==> src/rtl/search_coordinator_pkg.sv <==
// Shared types and sizing for the gate-sequence search coordinator.
package search_coordinator_pkg;

  localparam int SEQ_INDEX_BITS    = 4;
  localparam int HIGHEST_SEQ_INDEX = 9;
  localparam int COORD_COUNT_BITS  = 32;

  // Longest length the generator can produce; larger requests are clamped.
  localparam logic [SEQ_INDEX_BITS-1:0] MAX_SEQ_LEN = SEQ_INDEX_BITS'(HIGHEST_SEQ_INDEX + 1);

  typedef enum logic [1:0] {
    IDLE  = 2'd0,
    START = 2'd1,
    RUN   = 2'd2,
    DONE  = 2'd3
  } coord_state_t;

  function automatic logic [SEQ_INDEX_BITS-1:0] clamp_len(input logic [SEQ_INDEX_BITS-1:0] len);
    return (len > MAX_SEQ_LEN) ? MAX_SEQ_LEN : len;
  endfunction

endpackage

==> src/rtl/search_coordinator_watchdog_timer.sv <==
// Idle-cycle watchdog: counts enabled cycles, saturates at WATCHDOG_CYCLES-1
// and reports expiry once that count is reached.
module watchdog_timer #(
  parameter int WATCHDOG_CYCLES = 4096
) (
  input  logic clk,
  input  logic reset,
  input  logic clear,
  input  logic enable,
  output logic expired
);

  localparam int CW = $clog2(WATCHDOG_CYCLES);
  localparam logic [CW-1:0] LAST = CW'(WATCHDOG_CYCLES - 1);

  logic [CW-1:0] count_reg;

  always_ff @(posedge clk or negedge reset) begin
    if (!reset) begin
      count_reg <= '0;
    end else if (clear) begin
      count_reg <= '0;
    end else if (enable && (count_reg != LAST)) begin
      count_reg <= count_reg + CW'(1);
    end
  end

  assign expired = (count_reg == LAST);

endmodule

==> src/rtl/search_coordinator.sv <==
// Search scheduler: sweeps sequence lengths 1..limit through the generator,
// counts scored products and stops on match, exhaustion, cancel or timeout.
module search_coordinator
  import search_coordinator_pkg::*;
#(
  parameter int COUNT_BITS      = COORD_COUNT_BITS,
  parameter int WATCHDOG_CYCLES = 4096
) (
  input  logic                      clk,
  input  logic                      reset,
  input  logic                      go,
  input  logic                      cancel,
  input  logic [SEQ_INDEX_BITS-1:0] len_limit,
  output logic [SEQ_INDEX_BITS-1:0] gen_max_length,
  output logic                      gen_start,
  output logic                      gen_reset,
  input  logic                      gen_complete,
  input  logic                      result_valid,
  input  logic                      result_match,
  output logic                      busy,
  output logic                      done,
  output logic                      found,
  output logic [SEQ_INDEX_BITS-1:0] found_length,
  output logic [COUNT_BITS-1:0]     eval_count,
  output logic                      timeout_err,
  output logic                      cancelled
);

  coord_state_t              state_reg;
  logic [SEQ_INDEX_BITS-1:0] cur_len_reg;
  logic [SEQ_INDEX_BITS-1:0] limit_reg;
  logic                      wd_clear;
  logic                      wd_enable;
  logic                      wd_expired;
  logic [COUNT_BITS-1:0]     eval_count_next;

  assign wd_clear        = (state_reg == START) || result_valid;
  assign wd_enable       = (state_reg == RUN) && !result_valid;
  assign eval_count_next = (eval_count == '1) ? eval_count : eval_count + COUNT_BITS'(1);

  watchdog_timer #(
    .WATCHDOG_CYCLES(WATCHDOG_CYCLES)
  ) u_watchdog (
    .clk    (clk),
    .reset  (reset),
    .clear  (wd_clear),
    .enable (wd_enable),
    .expired(wd_expired)
  );

  always_ff @(posedge clk or negedge reset) begin
    if (!reset) begin
      state_reg      <= IDLE;
      cur_len_reg    <= '0;
      limit_reg      <= '0;
      gen_max_length <= '0;
      gen_start      <= 1'b0;
      gen_reset      <= 1'b0;
      busy           <= 1'b0;
      done           <= 1'b0;
      found          <= 1'b0;
      found_length   <= '0;
      eval_count     <= '0;
      timeout_err    <= 1'b0;
      cancelled      <= 1'b0;
    end else begin
      gen_start <= 1'b0;
      gen_reset <= 1'b0;
      done      <= 1'b0;
      case (state_reg)
        IDLE: begin
          if (go) begin
            limit_reg    <= clamp_len(len_limit);
            found        <= 1'b0;
            found_length <= '0;
            eval_count   <= '0;
            timeout_err  <= 1'b0;
            cancelled    <= 1'b0;
            cur_len_reg  <= SEQ_INDEX_BITS'(1);
            if (len_limit == '0) begin
              state_reg <= DONE;
            end else begin
              busy      <= 1'b1;
              state_reg <= START;
            end
          end
        end
        START: begin
          gen_max_length <= cur_len_reg;
          gen_start      <= 1'b1;
          state_reg      <= RUN;
        end
        RUN: begin
          if (cancel) begin
            gen_reset <= 1'b1;
            cancelled <= 1'b1;
            state_reg <= DONE;
          end else if (result_valid && result_match) begin
            eval_count   <= eval_count_next;
            found        <= 1'b1;
            found_length <= cur_len_reg;
            gen_reset    <= 1'b1;
            state_reg    <= DONE;
          end else if (gen_complete) begin
            // A product scored on the completing cycle still counts.
            if (result_valid) begin
              eval_count <= eval_count_next;
            end
            if (cur_len_reg == limit_reg) begin
              state_reg <= DONE;
            end else begin
              cur_len_reg <= cur_len_reg + SEQ_INDEX_BITS'(1);
              state_reg   <= START;
            end
          end else if (result_valid) begin
            eval_count <= eval_count_next;
          end else if (wd_expired) begin
            timeout_err <= 1'b1;
            gen_reset   <= 1'b1;
            state_reg   <= DONE;
          end
        end
        DONE: begin
          done      <= 1'b1;
          busy      <= 1'b0;
          state_reg <= IDLE;
        end
        default: state_reg <= IDLE;
      endcase
    end
  end

endmodule
==> config.mk <==
export PLATFORM = sky130hd
export DESIGN_NAME = search_coordinator
export DESIGN_NICKNAME = d
export VERILOG_FILES = /design/src/rtl/search_coordinator_pkg.sv /design/src/rtl/search_coordinator_watchdog_timer.sv /design/src/rtl/search_coordinator.sv
export SDC_FILE = /design/constraint.sdc
export NUM_CORES = 1
export LEC_CHECK = 0
export CAP_MARGIN = 0
export CORE_ASPECT_RATIO = 0.7
export CORE_MARGIN = 1
export CORE_UTILIZATION = 40
export DETAILED_ROUTE_END_ITERATION = 8
export MAX_ROUTING_LAYER = met4
export SLEW_MARGIN = 20
export SYNTH_ARGS = -nofsm -noshare
export SYNTH_HDL_FRONTEND = slang
export SYNTH_SLANG_ARGS = --single-unit
==> constraint.sdc <==
create_clock -name clk -period 2.52 [get_ports clk]
set_clock_uncertainty 0.05 [all_clocks]
set_input_delay 0.756 -clock clk [delete_from_list [all_inputs] [get_ports clk]]
set_output_delay 0.756 -clock clk [all_outputs]
set_load 0.02 [all_outputs]
Word level (Yosys, flattened, before mapping)
Index checks and enable logic that the tools add are counted. W data, S select, Z words.

Register bits: 69. Input port bits: 11. Output and inout port bits: 47. Word-level logic and storage cells: 108.

Multiplexer cells: 51. Equal/unequal tests: 21. Add/subtract/negate cells: 3. Reduce and logical (&&, ||, !) cells: 18. Magnitude comparators: 1.

Operator list (number): $mux W32 (5); $pmux W32 S2 (1); $mux W4 (9); $add A32 B1 Y32 const B (1); $eq A32 B32 Y1 const B (1); $mux W12 (2); $mux W1 (19); $ne A2 B2 Y1 const B (9); $mux W2 (8); $pmux W4 S2 (2); $add A12 B1 Y12 const B (1); $eq A12 B12 Y1 const B (1); $ne A12 B12 Y1 const B (1); $reduce_and A3 Y1 (3); $pmux W1 S2 (4); $pmux W2 S4 (1); $reduce_and A4 Y1 (2); $reduce_and A7 Y1 (1); $reduce_and A6 Y1 (1); $reduce_bool A2 Y1 (3); $ne A5 B3 Y1 const B (1); $ne A5 B4 Y1 const B (1); $add A4 B1 Y4 const B (1); $eq A2 B2 Y1 const B (2); 11 further kinds (14).

Longest topological paths before layout
Word-level depth: 7. Gate-level depth with buffers: 9. Mapped depth without buffers: 7.

Hierarchy
A second synthesis with hierarchy kept.

Cells, all modules: 383. Area total of the unflattened synthesis: 3599.7 µm².

By module, submodules not included: search_coordinator (instances 1, area an instance 2937.8 µm², sequential area each 1426.4 µm², cells each 316); watchdog_timer (instances 1, area an instance 661.9 µm², sequential area each 300.3 µm², cells each 67).

Worst setup path before layout
OpenSTA, ideal clock, no wires.

Kind: in2reg. Start point: in cancel. End point: reg eval_count[31]. Setup slack: 0.322 ns. Path buffers: 0. Data arrival time: 2.016 ns. Library setup time: 0.132 ns. Data required time: 2.338 ns. Stages: 6. Cells stage by stage: nand2b_1 -> a2111oi_4 -> nor4b_4 -> nand4_1 -> xnor2_1 -> nor2_1.

Cells in the longest elaborated chain, start to end: 2.

Ends and longest elaborated chain: start, declared (line search_coordinator.sv:12) `input logic cancel,`; $ne A2 B2 Y1 (no source line); $reduce_and A4 Y1 (no source line); end signal, assigned (line search_coordinator.sv:99) `eval_count <= eval_count_next;`; end signal, assigned (line search_coordinator.sv:107) `eval_count <= eval_count_next;`; end signal, assigned (line search_coordinator.sv:116) `eval_count <= eval_count_next;`; end, declared (line search_coordinator.sv:24) `output logic [COUNT_BITS-1:0] eval_count,`.

No other way between the ends. A chain may end at the register's enable or synchronous reset.

Worst setup path in the final report
Start point: in go. End point: reg eval_count[30].

Cells in the longest elaborated chain, start to end: 2.

Ends and longest elaborated chain: start, declared (line search_coordinator.sv:11) `input logic go,`; $ne A2 B2 Y1 (no source line); $reduce_and A4 Y1 (no source line).

No other way between the ends.

==> flow_summary.ini <==
[status]
status = complete, no violations

[worst_setup_path]
r2r-end = eval_count[8]
cp-startpoint = go
worstPathMaxFanout = 7
arrival_ns = 2.50
r2r_setup_slack_ns = 0.23
crit_type = primary input to flip-flop
start_kind = primary input
r2r.worst_path.cells = 8
critPathRequiredTime_ns = 2.70
crit_path_end = eval_count[30]
rr_startpoint = eval_count[0]
end_kind = flip-flop

[grt]
overflow = 0
first_global_vias = 2886
antenna_found_initial = 0
grt_start_max_net_pins = 70
grt_usage = 0.218
grt_pass1_wl_um = 14900

[timing]
min_period_ns = 2.33
period_share = 0.924
finalSetupViolCount = 0
worst_pin_slew_ns = 0.570
rsz0062_at_grt = false
slew_headroom = 0.615
whs_ns = 0.366
fmax_mhz = 430
tns_ns = 0
hold_viol_final = 0
slew_violations = 0

[clocking]
worst_skew_pair.late_latency_ns = 0.34
cts_buffer_depth = 2
cts_sinks = 69
cts_tree = done
path_clk_slew_ns = 0.06
cts-hold-fix-buffers = 0
numCtsBuffers = 9
h-tree-depth = 3
cts_root_buf = clkbuf_16

[pwr]
cellPowerDensity_nw_per_um2 = 861
power_leakage_nw = 2.02
power.total_mw = 4.07
ir_worst_vdd_mv = 0.392

[logic_synthesis]
synthCells = 366
ys_ff_latch = 69
synthAdderAreaFrac = 0.0106
ys_async_sr_fraction = 1.00
syn_avg_cell_area_um2 = 9.70
yosys_warnings = 0
synth_edf_count = 0
ys_types = 51
synth_xor_area_frac = 0.111
synth_top_family_by_area = simple AND/OR/NAND/NOR gates
syn-num-nets = 380
synth_compound_area_frac = 0.106
yosysSeqAreaShare = 0.486
synth_area_um2 = 3550
yosys.area_share.simple = 0.241
synth.area.mux_share = 0.0155
synthFlopType = dfrtp_1

[placed_design]
portBuffers = 57
hpwl_um = 5950
routabilityCongestion = 0.772

[job]
cap_violations = 0

[route]
drc = 0
wl_per_cell_um = 15.2
drt-total-wl_um = 8640
viasPerCell = 5.21
detail-route-antenna-nets = 0
drt_iter0_markers = 167
vias = 2967
first_pass_iters = 4

[cells_and_area]
drive_gt1_frac = 0.129
antennaDiodeCount = 0
largest_register_ffs = 32
nNetsFinal = 459
area.growth.synth_to_final_pct = 33.0

[die]
pin_count = 58
die_h_um = 80.8
dieWidth_um = 115
start_util = 0.417
core_area_um2 = 8510
rows = 28
design.die.area_um2 = 9260

[worst_hold_path]
hold_class = primary input to async pin
[cells in the mapped netlist, drive strengths merged, types with 2 or more instances]
cell	instances	area (um^2)
nor2	50	188
nor4	5	43.8
inv	10	37.5
buf	6	36.3
xnor2	14	123
o2111ai	9	78.8
nor3	10	50.1
o211ai	2	15.0
o21a	2	15.0
clkbuf	8	30.0
dfrtp	69	1730
nand2	29	109
and2	3	18.8
or3	3	18.8
and3	8	50.1
ha	3	37.5
mux2	4	45.0
nand3	22	110
and4	4	35.0
o21ai	19	98.9
nand4	18	119
a21oi	14	73.8
nor2b	2	12.5
nor4b	2	32.5
nand2b	4	27.5
xor2	31	272
nor3b	2	20.0
[worst min-delay path by stage]
stage / start / end / cells past startpoint
after global routing: reset / found_length[2] / 2
after CTS: reset / found_length[2] / 2
after floorplan: reset / busy / 0
after detailed placement: gen_max_length[1] / gen_max_length[1] / 2
after global placement: gen_max_length[1] / gen_max_length[1] / 2
final: reset / found_length[2] / 2
[routing by layer]
metal	GRT usage	vias to the layer above	wire, um
li1	-	1458	-
met5	-	-	0
met2	0.306	70	3620
met3	0.0522	9	377
met4	0.0623	0	100
met1	0.312	1430	4550
[stage by stage]
stage	setup WS, ns	cells	area (um^2)	util
final	0.192	570	4720	0.555
after global routing	0.0585	570	4720	0.555
after CTS	0.123	569	4700	0.553
after detailed placement	-0.212	553	4400	0.517
after global placement	-0.159	553	4400	0.517
after floorplan	0.322	366	3550	-
[area by class of cell]
cell class,count,area (um^2)
repair buffers,82,781
clock buffers,10,239
multi-input cells,273,1730
fillers,794,3790
flip-flops and latches,69,1730
clock inverters,6,61.3
well taps,120,150
inverters,10,37.5
[repair_timing]
action	CTS	global route
setup endpoints to repair	0	6
resized for setup	0	2
buffers inserted	0	1
[power breakdown]
group	internal, mW	leakage [nW]	total, mW	switching (mW)
combinational	0.559	0.942	1.29	0.734
sequential	1.29	0.933	1.50	0.201
clock	0.790	0.149	1.28	0.487
total	2.64	2.02	4.07	1.42
[layout by cell type (no fill, tap or decap), types with 13 or more instances in the layout]
master | netlist | final
buf_4 | 1 | 23
nand3_1 | 22 | 22
nor2_1 | 50 | 50
clkdlybuf4s50_1 | 0 | 55
dfrtp_1 | 69 | 69
xnor2_1 | 14 | 14
a21oi_1 | 13 | 13
o21ai_0 | 14 | 14
xor2_1 | 31 | 31
nand4_1 | 17 | 17
nand2_1 | 29 | 29
[critical path, cell delays in order]
cell             delay [ns]
clkdlybuf4s50_1        0.51
nand2b_2               0.10
buf_4                  0.15
a21oi_2                0.17
nand2_1                0.21
nor4_1                 0.39
xnor2_1                0.17
nor2_1                 0.05
[logic make-up after synthesis]
logic type | after synthesis
compound gates | 55
xor+xnor | 45
fa+ha+maj | 3
buf+inv | 24
flops | 69
mux | 5
simple gates | 165
(Power assumes the default switching activity.)
